<file path="src/rtl/codec_cfg_sequencer.sv">
// codec_cfg_sequencer
//
// Purpose:
//   Walks a NUM_REGS-entry (sub-address, data) configuration table and issues
//   one write command per entry to the I2C master. Each command completes on
//   the master's NewCom pulse. A NACK or a response timeout triggers a retry
//   of the same entry, up to MAX_RETRY extra attempts. An optional idle gap
//   separates a completion from the next write. Sticky done/error status is
//   reported, and abort returns the sequencer to IDLE from any state.
//   Lives entirely in the I2C_clk domain.
//
// Ports:
//   I2C_clk   in   clock, rising edge
//   reset     in   asynchronous, active-high reset
//   start     in   one-cycle pulse; begins the sequence at entry 0 (ignored while busy)
//   abort     in   synchronous return to IDLE; beats start and NewCom
//   NewCom    in   master pulse: previous command finished
//   ack_err   in   qualifies NewCom; 1 = slave NACKed
//   tbl_idx   out  current table index, drives the external table
//   tbl_addr  in   sub-address at tbl_idx (combinational lookup)
//   tbl_data  in   data at tbl_idx (combinational lookup)
//   write     out  one-cycle command strobe to the master
//   SubAddrL  out  registered sub-address of the current command
//   data      out  registered data of the current command
//   busy      out  sequence in progress
//   done      out  sticky: whole table written
//   error     out  sticky: retries exhausted
//   fail_idx  out  index of the entry that exhausted its retries
//
// state | meaning
// ------+-----------------------------------------------
// IDLE  | waiting for start (after reset or abort)
// ISSUE | latch the table entry, raise write
// WAIT  | command in flight, waiting for NewCom or timeout
// GAP   | idle spacing before the next write / retry
// DONE  | every entry acknowledged
// FAIL  | an entry ran out of retries
module codec_cfg_sequencer #(
  parameter int ADDR_W     = 8,
  parameter int DATA_W     = 8,
  parameter int NUM_REGS   = 11,
  parameter int IDX_W      = 4,
  parameter int MAX_RETRY  = 3,
  parameter int GAP_CYCLES = 4,
  parameter int TIMEOUT    = 1024
) (
  input  logic              I2C_clk,
  input  logic              reset,
  input  logic              start,
  input  logic              abort,
  input  logic              NewCom,
  input  logic              ack_err,
  output logic [IDX_W-1:0]  tbl_idx,
  input  logic [ADDR_W-1:0] tbl_addr,
  input  logic [DATA_W-1:0] tbl_data,
  output logic              write,
  output logic [ADDR_W-1:0] SubAddrL,
  output logic [DATA_W-1:0] data,
  output logic              busy,
  output logic              done,
  output logic              error,
  output logic [IDX_W-1:0]  fail_idx
);

  localparam int RETRY_W = (MAX_RETRY > 0)  ? $clog2(MAX_RETRY + 1) : 1;
  localparam int GAP_W   = (GAP_CYCLES > 1) ? $clog2(GAP_CYCLES)    : 1;
  localparam int TMO_W   = (TIMEOUT > 1)    ? $clog2(TIMEOUT)       : 1;

  localparam logic [IDX_W-1:0]   IDX_LAST   = IDX_W'(NUM_REGS - 1);
  localparam logic [RETRY_W-1:0] RETRY_LAST = RETRY_W'(MAX_RETRY);
  localparam logic [GAP_W-1:0]   GAP_LAST   = GAP_W'((GAP_CYCLES > 0) ? GAP_CYCLES - 1 : 0);
  localparam logic [TMO_W-1:0]   TMO_LAST   = TMO_W'((TIMEOUT > 0) ? TIMEOUT - 1 : 0);
  localparam logic               TMO_EN     = (TIMEOUT != 0);

  typedef enum logic [2:0] {
    S_IDLE,
    S_ISSUE,
    S_WAIT,
    S_GAP,
    S_DONE,
    S_FAIL
  } state_t;

  // With no gap configured, a completed attempt goes straight back to ISSUE.
  localparam state_t S_AFTER_WAIT = (GAP_CYCLES == 0) ? S_ISSUE : S_GAP;

  state_t              r_state,    w_state_nxt;
  logic [IDX_W-1:0]    r_idx,      w_idx_nxt;
  logic [RETRY_W-1:0]  r_retry,    w_retry_nxt;
  logic [GAP_W-1:0]    r_gap_cnt,  w_gap_cnt_nxt;
  logic [TMO_W-1:0]    r_tmo_cnt,  w_tmo_cnt_nxt;
  logic                r_write,    w_write_nxt;
  logic [ADDR_W-1:0]   r_sub_addr, w_sub_addr_nxt;
  logic [DATA_W-1:0]   r_data,     w_data_nxt;
  logic                r_busy,     w_busy_nxt;
  logic                r_done,     w_done_nxt;
  logic                r_error,    w_error_nxt;
  logic [IDX_W-1:0]    r_fail_idx, w_fail_idx_nxt;

  logic w_resp;
  logic w_ok;
  logic w_attempt_bad;
  logic w_tmo_hit;

  // The master may still be reporting the previous command while write is
  // high, so a completion is only accepted from the second WAIT cycle on.
  assign w_resp        = (r_state == S_WAIT) && NewCom && !r_write;
  assign w_ok          = w_resp && !ack_err;
  assign w_tmo_hit     = TMO_EN && (r_state == S_WAIT) && (r_tmo_cnt == TMO_LAST);
  // A real response always wins over a coincident timeout expiry.
  assign w_attempt_bad = (w_resp && ack_err) || (!w_resp && w_tmo_hit);

  always_ff @(posedge I2C_clk or posedge reset) begin
    if (reset) begin
      r_state <= S_IDLE;
    end else begin
      r_state <= w_state_nxt;
    end
  end

  always_comb begin
    w_state_nxt    = r_state;
    w_idx_nxt      = r_idx;
    w_retry_nxt    = r_retry;
    w_gap_cnt_nxt  = r_gap_cnt;
    w_tmo_cnt_nxt  = r_tmo_cnt;
    w_write_nxt    = 1'b0;
    w_sub_addr_nxt = r_sub_addr;
    w_data_nxt     = r_data;
    w_busy_nxt     = r_busy;
    w_done_nxt     = r_done;
    w_error_nxt    = r_error;
    w_fail_idx_nxt = r_fail_idx;

    if (abort) begin
      // Payload registers keep the last command; status is left untouched.
      w_state_nxt = S_IDLE;
      w_busy_nxt  = 1'b0;
    end else begin
      case (r_state)
        S_IDLE, S_DONE, S_FAIL: begin
          if (start) begin
            w_state_nxt = S_ISSUE;
            w_idx_nxt   = '0;
            w_retry_nxt = '0;
            w_done_nxt  = 1'b0;
            w_error_nxt = 1'b0;
            w_busy_nxt  = 1'b1;
          end
        end

        S_ISSUE: begin
          w_sub_addr_nxt = tbl_addr;
          w_data_nxt     = tbl_data;
          w_write_nxt    = 1'b1;
          w_tmo_cnt_nxt  = '0;
          w_state_nxt    = S_WAIT;
        end

        S_WAIT: begin
          if (w_ok) begin
            if (r_idx == IDX_LAST) begin
              w_state_nxt = S_DONE;
              w_done_nxt  = 1'b1;
              w_busy_nxt  = 1'b0;
            end else begin
              w_idx_nxt     = r_idx + 1'b1;
              w_retry_nxt   = '0;
              w_gap_cnt_nxt = '0;
              w_state_nxt   = S_AFTER_WAIT;
            end
          end else if (w_attempt_bad) begin
            if (r_retry == RETRY_LAST) begin
              w_state_nxt    = S_FAIL;
              w_error_nxt    = 1'b1;
              w_fail_idx_nxt = r_idx;
              w_busy_nxt     = 1'b0;
            end else begin
              w_retry_nxt   = r_retry + 1'b1;
              w_gap_cnt_nxt = '0;
              w_state_nxt   = S_AFTER_WAIT;
            end
          end else if (TMO_EN) begin
            w_tmo_cnt_nxt = r_tmo_cnt + 1'b1;
          end
        end

        S_GAP: begin
          if (r_gap_cnt == GAP_LAST) begin
            w_state_nxt = S_ISSUE;
          end else begin
            w_gap_cnt_nxt = r_gap_cnt + 1'b1;
          end
        end

        default: begin
          w_state_nxt = S_IDLE;
          w_busy_nxt  = 1'b0;
        end
      endcase
    end
  end

  always_ff @(posedge I2C_clk or posedge reset) begin
    if (reset) begin
      r_idx      <= '0;
      r_retry    <= '0;
      r_gap_cnt  <= '0;
      r_tmo_cnt  <= '0;
      r_write    <= 1'b0;
      r_sub_addr <= '0;
      r_data     <= '0;
      r_busy     <= 1'b0;
      r_done     <= 1'b0;
      r_error    <= 1'b0;
      r_fail_idx <= '0;
    end else begin
      r_idx      <= w_idx_nxt;
      r_retry    <= w_retry_nxt;
      r_gap_cnt  <= w_gap_cnt_nxt;
      r_tmo_cnt  <= w_tmo_cnt_nxt;
      r_write    <= w_write_nxt;
      r_sub_addr <= w_sub_addr_nxt;
      r_data     <= w_data_nxt;
      r_busy     <= w_busy_nxt;
      r_done     <= w_done_nxt;
      r_error    <= w_error_nxt;
      r_fail_idx <= w_fail_idx_nxt;
    end
  end

  assign tbl_idx  = r_idx;
  assign write    = r_write;
  assign SubAddrL = r_sub_addr;
  assign data     = r_data;
  assign busy     = r_busy;
  assign done     = r_done;
  assign error    = r_error;
  assign fail_idx = r_fail_idx;

endmodule

</file>
<file path="config.mk">
export PLATFORM = sky130hd
export DESIGN_NAME = codec_cfg_sequencer
export DESIGN_NICKNAME = d
export VERILOG_FILES = /design/src/rtl/codec_cfg_sequencer.sv
export SDC_FILE = /design/constraint.sdc
export NUM_CORES = 1
export LEC_CHECK = 0
export ABC_AREA = 0
export CORE_AREA = 10 10 76 78
export CTS_BUF_LIST = sky130_fd_sc_hd__clkbuf_4
export DETAILED_ROUTE_END_ITERATION = 7
export DIE_AREA = 0 0 86 88
export GPL_TIMING_DRIVEN = 0
export PLACE_DENSITY = 0.86
export SKIP_CTS_REPAIR_TIMING = 1
export SYNTH_ARGS = -nofsm -noshare
export SYNTH_HDL_FRONTEND = slang
export SYNTH_SLANG_ARGS = --single-unit
export TNS_END_PERCENT = 100
</file>
<file path="constraint.sdc">
create_clock -name I2C_clk -period 3.3 [get_ports I2C_clk]
set_input_delay 0.99 -clock I2C_clk [delete_from_list [all_inputs] [get_ports I2C_clk]]
set_output_delay 0.99 -clock I2C_clk [all_outputs]
set_load 0.005 [all_outputs]
</file>
==> results of run 1 <==
==> cells in the mapped netlist, drive strengths merged, types with 2 or more instances <==
| library cell | instances | area, sq um |
|---|---|---|
| or3b | 2 | 17.5 |
| nor2 | 5 | 18.8 |
| clkbuf | 6 | 22.5 |
| o31ai | 8 | 60.1 |
| mux2 | 5 | 56.3 |
| nand3 | 7 | 35.0 |
| o21a | 3 | 22.5 |
| ha | 5 | 62.6 |
| nand4 | 3 | 18.8 |
| o41ai | 2 | 17.5 |
| nand2 | 60 | 225 |
| o211ai | 2 | 15.0 |
| inv | 12 | 45.0 |
| a21boi | 2 | 15.0 |
| nor3b | 2 | 20.0 |
| or4 | 7 | 52.6 |
| mux2i | 2 | 20.0 |
| a311o | 2 | 20.0 |
| nor2b | 4 | 25.0 |
| nor3 | 3 | 15.0 |
| a31oi | 2 | 12.5 |
| a311oi | 2 | 17.5 |
| and4 | 2 | 17.5 |
| buf | 8 | 58.8 |
| a32o | 2 | 20.0 |
| o21ai | 10 | 50.1 |
| nor4 | 5 | 37.5 |
| dfrtp | 45 | 1130 |
| o22ai | 2 | 12.5 |
| nand2b | 5 | 31.3 |
| o31a | 3 | 26.3 |
| a21oi | 11 | 62.6 |
==> layer usage <==
metal / wire (microns) / vias to the layer above / track usage
met5: 0 / - / 0
met4: 68 / 0 / 0.0494
met3: 617 / 9 / 0.0761
met2: 2790 / 74 / 0.253
met1: 2260 / 999 / 0.177
li1: - / 1018 / -
==> worst max path at each step <==
stage	depth (start not counted)	to	from	slack (ns)
floorplan	5	r_tmo_cnt[9]	abort	0.95
global placement	2	r_gap_cnt[1]	reset	0.35
CTS	5	r_gap_cnt[1]	NewCom	0.86
detailed placement	5	r_gap_cnt[1]	NewCom	0.45
finish	5	r_gap_cnt[1]	NewCom	0.83
global route	5	r_gap_cnt[1]	NewCom	0.71
==> state kept, by name, summed over array words and instances, names as in the netlist <==
| signal | flops |
|---|---|
| data | 8 |
| busy | 1 |
| error | 1 |
| done | 1 |
| write | 1 |
| r_state | 3 |
| SubAddrL | 8 |
| r_retry | 2 |
| fail_idx | 4 |
| r_tmo_cnt | 10 |
| r_gap_cnt | 2 |
| tbl_idx | 4 |
==> power by group through the flow <==
stage / Clock [uW] / Combinational (uW) / Sequential, uW
floorplan: 0 / 216 / 749
global placement: 0 / 478 / 747
detailed placement: 0 / 499 / 753
CTS: 278 / 500 / 744
global route: 300 / 553 / 759
finish: 274 / 490 / 743
==> metrics by stage <==
stage	util	instances	area (sq um)	worst slack, ns	hold slack (ns)
2_1_floorplan	-	252	2370	0.951	0.470
3_3_place_gp	0.678	352	2910	0.349	0.457
3_5_place_dp	0.683	353	2930	0.451	0.461
4_1_cts	0.696	361	2990	0.856	0.491
5_1_grt	0.696	361	2990	0.713	0.517
6_report	0.696	361	2990	0.830	0.491
==> worst max-delay path: cells and delay by family <==
kind            cells  cell delay [ns]
compound gates      3             0.87
buf+inv             1             0.50
simple gates        1             0.35
==> layout make-up <==
type	instances	area share
Inverter	12	0.0151
Clock inverter	2	0.00335
Timing Repair Buffer	49	0.168
Clock buffer	6	0.0151
Multi-Input combinational cell	181	0.373
Sequential cell	45	0.377
Tap cell	52	0.0218
Buffer	14	0.0272
==> placed cells by master, fill, tap and decap left out, types with 3 or more instances in the layout <==
cell             instances
o21ai_0                  8
nand2b_1                 5
nor4_1                   4
clkbuf_4                 6
clkdlybuf4s50_1         48
nor2_1                   5
or4_1                    7
o31ai_1                  8
buf_2                    5
nand4_1                  3
o31a_1                   3
mux2_2                   4
nand3_1                  7
a21oi_1                  9
inv_1                   11
dfrtp_1                 45
buf_6                    3
clkbuf_1                 6
nor3_1                   3
o21a_1                   3
nand2_1                 60
nor2b_1                  4
ha_1                     5
==> cell families after synthesis <==
kind of cell,count (synthesis),synth area share
adders and majority gates,5,0.0264
muxes,7,0.0322
xor gates and xnor gates,1,0.00370
DFF,45,0.476
AOI/OAI and AO/OA,55,0.163
buffers and inverters,26,0.0534
and+or+nand+nor,113,0.246
==> results.sh, run 1 <==
export IMPL_grt_max_degree=33
export IMPL_path_max_fanout=6
export IMPL_drt_iter0_drc=147
export IMPL_rsz0062_at_grt="no"
export IMPL_grt_pass1_wl_microns=9690
export IMPL_synthCells=252
export IMPL_worstReg2RegEnd="r_tmo_cnt[4]"
export IMPL_synth_edf_count=0
export IMPL_pwr_share_clk=0.182
export IMPL_p_seq_frac=0.493
export IMPL_critical_path_arrival_ns=2.71
export IMPL_vias=2100
export IMPL_clock_skew_final_ns=0.0113
export IMPL_period_needed_ns=2.47
export IMPL_cts_max_level=2
export IMPL_hold_class="register to register"
export IMPL_cts_root_buf="clkbuf_4"
export IMPL_critPathRequiredTime_ns=3.54
export IMPL_cp_cell_sequence="clkdlybuf4s50_1, nor2b_1, o21ai_0, a311oi_1, o22ai_1"
export IMPL_clockBufferDepth=2
export IMPL_p_leak_uw=0.00130
export IMPL_wl_per_cell_microns=15.9
export IMPL_reg2reg_slack_ns=1.30
export IMPL_synth_nets=279
export IMPL_dieArea_sq_mm=0.00757
export IMPL_drive_above_1_share=0.0874
export IMPL_clk_pin_slew_ns=0.13
export IMPL_grt_usage=0.156
export IMPL_routabilityCongestion=0.793
export IMPL_worst_pin_slew_ns=0.462
export IMPL_avgSynthCellArea_sq_um=9.39
export IMPL_setup_tns_ns=0
export IMPL_synth_distinct_cells=51
export IMPL_rr_worst_depth=8
export IMPL_firstDrtPassIters=4
export IMPL_antenna_found_initial=0
export IMPL_netlist_area_sq_mm=0.00237
export IMPL_intPower_uw=1020
export IMPL_combPwrFrac=0.325
export IMPL_port_buffers=48
export IMPL_power_switching_uw=490
export IMPL_multiInputGateArea_sq_mm=0.00111
export IMPL_dpl_hpwl_microns=4390
export IMPL_cpPeakStageDelay_ns=0.50
export IMPL_fin_crit_sh=0.749
export IMPL_drc_errors=0
export IMPL_rows=24
export IMPL_via_per_inst=5.82
export IMPL_coreArea_sq_mm=0.00429
export IMPL_switching_share=0.325
export IMPL_max_freq_ghz=0.405
export IMPL_seq_area_sq_mm=0.00113
export IMPL_cts_sinks=45
export IMPL_reg2reg_from="r_tmo_cnt[0]"
export IMPL_grt_pass1_vias=2050
export IMPL_async_flop_share=1.00
export IMPL_maxSlewViolCount=0
export IMPL_slew_headroom=0.692
export IMPL_die_h_microns=88
export IMPL_ys_seq_area_frac=0.476
export IMPL_cp_start_kind="input pin"
export IMPL_power_per_cell_area_mw_per_mm2=504
export IMPL_totalWireLength_microns=5730
export IMPL_antenna_left=0
export IMPL_diodes=0
export IMPL_cts_tree="yes"
export IMPL_whs_endpoint="SubAddrL[2]"
export IMPL_insertion_delay_ns=0.37
export IMPL_die_w_microns=86
export IMPL_cts_buffers=5
export IMPL_setup_violations=0
export IMPL_status="completed"
export IMPL_p_total_uw=1510
export IMPL_ys_warn_count=0
export IMPL_ios=50
export IMPL_nFillCells=340
export IMPL_max_cap_violations=0
export IMPL_grt_overflow=0
export IMPL_min_from="SubAddrL[2]"
export IMPL_nets=335
export IMPL_worstSetupEndpointType="register"
export IMPL_worstHoldPathCells=2
export IMPL_start_util=0.551
export IMPL_cp_slowest_cell="clkdlybuf4s50_1"
export IMPL_synth_ff_type="dfrtp_1"
export IMPL_vdd_ir_drop_max_mv=0.374
export IMPL_areaGrowthSynthToFinish_pct=26.2
export IMPL_ys_ff_latch=45
export IMPL_hold_viol_final=0
export IMPL_critPathKind="input pin to register"
No activity file was read; power rests on OpenSTA's default activity.
==> inputs of run 2 (changes only) <==
Settings changed: CORE_AREA 10 10 76 78 to 10 10 78 80, DIE_AREA 0 0 86 88 to 0 0 88 90, PLACE_DENSITY 0.86 to 0.81.
Clock period 3.3 ns to 2.4 ns, I/O delays scaled along.
==> results.sh, run 2 (synthesis results as in run 1) <==
export IMPL_status="completed"
export IMPL_cts_root_buf="clkbuf_4"
export IMPL_grt_overflow=0
export IMPL_max_cap_violations=0
export IMPL_p_seq_frac=0.449
export IMPL_cts_tree="yes"
export IMPL_hold_class="register to register"
export IMPL_dieArea_sq_mm=0.00792
export IMPL_fin_util=0.661
export IMPL_clock_skew_final_ns=0.00533
export IMPL_via_per_inst=5.68
export IMPL_holdWs_ns=0.492
export IMPL_routabilityCongestion=0.862
export IMPL_antenna_found_initial=0
export IMPL_vias=2062
export IMPL_pwr_share_clk=0.254
export IMPL_period_needed_ns=2.19
export IMPL_max_freq_ghz=0.456
export IMPL_rows=25
export IMPL_p_leak_uw=0.00132
export IMPL_ios=50
export IMPL_cp_start_kind="input pin"
export IMPL_start_util=0.515
export IMPL_critPathKind="input pin to register"
export IMPL_multiInputGateArea_sq_mm=0.00111
export IMPL_nets=335
export IMPL_fin_crit_sh=0.914
export IMPL_power_per_cell_area_mw_per_mm2=745
export IMPL_worst_pin_slew_ns=0.436
export IMPL_layout_commonest_cell="nand2_1"
export IMPL_insertion_delay_ns=0.36
export IMPL_die_w_microns=88
export IMPL_antenna_left=0
export IMPL_vdd_ir_drop_max_mv=0.506
export IMPL_slew_headroom=0.708
export IMPL_nFillCells=392
export IMPL_cts_max_level=2
export IMPL_setup_violations=0
export IMPL_hold_viol_final=0
export IMPL_power_switching_uw=665
export IMPL_rsz0062_at_grt="no"
export IMPL_top_register="r_tmo_cnt"
export IMPL_final_cell_mix="nand2_1, clkdlybuf4s50_1, dfrtp_1"
export IMPL_cts_sinks=45
export IMPL_critical_path_arrival_ns=2.43
export IMPL_switching_share=0.294
export IMPL_firstDrtPassIters=4
export IMPL_drt_iter0_drc=150
export IMPL_largest_register_ffs=10
export IMPL_intPower_uw=1600
export IMPL_clk_pin_slew_ns=0.13
export IMPL_grt_pass1_wl_microns=9550
export IMPL_cts_buffers=5
export IMPL_grt_max_degree=34
export IMPL_maxSlewViolCount=0
export IMPL_wl_per_cell_microns=15.6
export IMPL_totalWireLength_microns=5660
export IMPL_clockBufferDepth=2
export IMPL_coreArea_sq_mm=0.00460
export IMPL_diodes=0
export IMPL_areaGrowthSynthToFinish_pct=28.3
export IMPL_drive_above_1_share=0.0874
export IMPL_port_buffers=48
export IMPL_drc_errors=0
export IMPL_path_max_fanout=6
export IMPL_dpl_hpwl_microns=4180
export IMPL_die_h_microns=90
export IMPL_worstSetupEndpointType="register"
export IMPL_grt_usage=0.145
export IMPL_critPathRequiredTime_ns=2.64
export IMPL_combPwrFrac=0.297
export IMPL_seq_area_sq_mm=0.00113
export IMPL_grt_pass1_vias=2052
run 2: cell count changes in the layout (fill, tap and decap cells not counted):
| cell | delta |
|---|---|
| bufinv_16 | +2 |
| clkbuf_4 | -1 |
| clkinv_2 | -1 |
run 2: layout make-up:
| type | count | share of cell area |
|---|---|---|
| flip-flops and latches | 45 | 0.371 |
| multi-input cells | 181 | 0.367 |
| repair buffers | 49 | 0.165 |
| plain buffers | 14 | 0.0268 |
| well taps | 54 | 0.0222 |
| clock inverters | 3 | 0.0214 |
| inverters | 12 | 0.0148 |
| clock buffers | 5 | 0.0124 |
run 2: final timing paths:
| path | start | endpoint | slack (ns) | cells past startpoint |
|---|---|---|---|---|
| max | NewCom | r_gap_cnt[1] | 0.21 | 5 |
| min | SubAddrL[0] | SubAddrL[0] | 0.49 | 2 |
| max reg2reg | r_tmo_cnt[0] | r_tmo_cnt[8] | 0.43 | 7 |
| min reg2reg | SubAddrL[0] | SubAddrL[0] | 0.49 | 2 |
| max in group asynchronous | reset | r_tmo_cnt[6] | 1.34 | 3 |
| min in group asynchronous | reset | tbl_idx[1] | 0.60 | 2 |
run 2: per-layer routing:
| layer | global-route usage | up-vias | wire, microns | share of wire |
|---|---|---|---|---|
| met4 | 0.0359 | 0 | 61 | 0.011 |
| met1 | 0.174 | 982 | 2400 | 0.42 |
| met5 | 0 | - | 0 | 0 |
| met3 | 0.0650 | 7 | 521 | 0.092 |
| met2 | 0.231 | 50 | 2670 | 0.47 |
| li1 | - | 1023 | - | - |
run 2: through the flow:
step	TNS (ns)	instances	area, sq um	worst slack [ns]	power [uW]
after floorplan	0	252	2370	0.321	1330
after global placement	-14.74	354	2920	-0.313	1690
after detailed placement	-0.939	355	2940	-0.177	1710
after CTS	0	363	3040	0.236	2300
after global routing	0	363	3040	0.0390	2420
final	0	363	3040	0.206	2260
run 2: worst max-delay path, stage by stage:
cell and delay [ns]:
clkdlybuf4s50_1 0.50, nor2b_1 0.35, o21ai_0 0.27, a311oi_1 0.46, o22ai_1 0.15
run 2: power groups by stage:
stage	registers (uW)	logic, uW	clock network [uW]
6_report	1020	671	575
5_1_grt	1040	763	618
4_1_cts	1020	685	593
3_5_place_dp	1030	681	0
3_3_place_gp	1020	663	0
2_1_floorplan	1030	297	0
==> inputs of run 3 (changes only) <==
Settings changed: CTS_BUF_LIST sky130_fd_sc_hd__clkbuf_4 to sky130_fd_sc_hd__clkbuf_2.
==> results.sh, run 3 (synthesis results as in run 1) <==
export IMPL_cts_max_level=2
export IMPL_critPathKind="register to output port"
export IMPL_totalWireLength_microns=5660
export IMPL_rsz0062_at_grt="no"
export IMPL_largest_register_ffs=10
export IMPL_areaGrowthSynthToFinish_pct=27.8
export IMPL_fin_crit_sh=0.909
export IMPL_route_met2_wl_microns=2670
export IMPL_cts_tree="yes"
export IMPL_routabilityCongestion=0.862
export IMPL_clock_skew_final_ns=0.0116
export IMPL_hold_class="register to register"
export IMPL_holdWs_ns=0.508
export IMPL_antenna_left=0
export IMPL_firstDrtPassIters=4
export IMPL_path_max_fanout=6
export IMPL_vdd_ir_drop_max_mv=0.458
export IMPL_nets=335
export IMPL_p_total_uw=2220
export IMPL_die_w_microns=88
export IMPL_p_leak_uw=0.00132
export IMPL_wl_met1_microns=2370
export IMPL_critPathTopFamily="buffers and inverters"
export IMPL_grt_overflow=0
export IMPL_max_cap_violations=0
export IMPL_start_util=0.515
export IMPL_maxSlewViolCount=0
export IMPL_insertion_delay_ns=0.41
export IMPL_final_cell_mix="nand2_1, clkdlybuf4s50_1, dfrtp_1"
export IMPL_multiInputGateArea_sq_mm=0.00111
export IMPL_cp_start_kind="register"
export IMPL_grt_pass1_vias=2065
export IMPL_max_freq_ghz=0.459
export IMPL_wl_per_cell_microns=15.6
export IMPL_ios=50
export IMPL_cp_slowest_cell="clkdlybuf4s50_1"
export IMPL_vias=2061
export IMPL_seq_area_sq_mm=0.00113
export IMPL_layout_commonest_cell="nand2_1"
export IMPL_slew_headroom=0.700
export IMPL_cts_root_buf="clkbuf_2"
export IMPL_critical_path_arrival_ns=1.46
export IMPL_via_per_inst=5.68
export IMPL_die_h_microns=90
export IMPL_worst_pin_slew_ns=0.448
export IMPL_drt_iter0_drc=148
export IMPL_grt_pass1_wl_microns=9540
export IMPL_status="completed"
export IMPL_grt_usage=0.144
export IMPL_met3_wirelength_microns=568
export IMPL_dpl_hpwl_microns=4180
export IMPL_top_register="r_tmo_cnt"
export IMPL_hold_viol_final=0
export IMPL_diodes=0
export IMPL_nFillCells=394
export IMPL_drc_errors=0
export IMPL_antenna_found_initial=0
export IMPL_clockBufferDepth=2
export IMPL_worstSetupEndpointType="output port"
export IMPL_clk_pin_slew_ns=0.23
export IMPL_period_needed_ns=2.18
export IMPL_top_layer_used="met4"
export IMPL_cts_buffers=5
export IMPL_cp_cell_sequence="clkdlybuf4s50_1"
export IMPL_grt_max_degree=34
export IMPL_port_buffers=48
export IMPL_dieArea_sq_mm=0.00792
export IMPL_cpPeakStageDelay_ns=0.54
export IMPL_coreArea_sq_mm=0.00460
export IMPL_cts_sinks=45
export IMPL_setup_violations=0
export IMPL_power_per_cell_area_mw_per_mm2=733
export IMPL_critPathRequiredTime_ns=1.68
export IMPL_timing_critical_path_buf_inv=1
export IMPL_drive_above_1_share=0.0874
export IMPL_rows=25
==> run 3: cell count changes in the layout (fill, tap and decap cells not counted) <==
cell / previous run / this run
clkbuf_2: 0 / 5
clkbuf_4: 5 / 0
==> run 3: cell type report <==
| class | instances | area share |
|---|---|---|
| Timing Repair Buffer | 49 | 0.165 |
| Sequential cell | 45 | 0.372 |
| Inverter | 12 | 0.0149 |
| Multi-Input combinational cell | 181 | 0.368 |
| Tap cell | 54 | 0.0223 |
| Clock buffer | 5 | 0.00827 |
| Buffer | 14 | 0.0269 |
| Clock inverter | 3 | 0.0215 |
==> run 3: through the flow <==
step	instances	util	setup TNS (ns)	setup slack (ns)	instance area, sq um
after global placement	354	0.634	-14.74	-0.313	2920
after detailed placement	355	0.638	-0.939	-0.177	2940
after floorplan	252	-	0	0.321	2370
final	363	0.658	0	0.219	3030
after CTS	363	0.658	0	0.194	3030
after global routing	363	0.658	0	0.116	3030
==> run 3: worst paths after layout <==
kind                       slack [ns]    startpoint  cells past startpoint      endpoint
max in group asynchronous        1.41         reset                      3  r_tmo_cnt[6]
min in group asynchronous        0.52         reset                      2    tbl_idx[1]
max reg2reg                      0.41  r_tmo_cnt[0]                      7  r_tmo_cnt[8]
max                              0.22    tbl_idx[0]                      1    tbl_idx[0]
min reg2reg                      0.51   SubAddrL[7]                      2   SubAddrL[7]
min                              0.51   SubAddrL[7]                      2   SubAddrL[7]
==> run 3: routing by layer <==
| layer | vias up | global-route usage |
|---|---|---|
| met5 | - | 0 |
| met4 | 0 | 0.0293 |
| met3 | 6 | 0.0668 |
| met2 | 62 | 0.231 |
| met1 | 970 | 0.172 |
| li1 | 1023 | - |
==> run 3: power breakdown <==
group          switching (uW)  internal (uW)
Sequential                106            910
Combinational             306            365
Clock                     252            279
Total                     664           1550
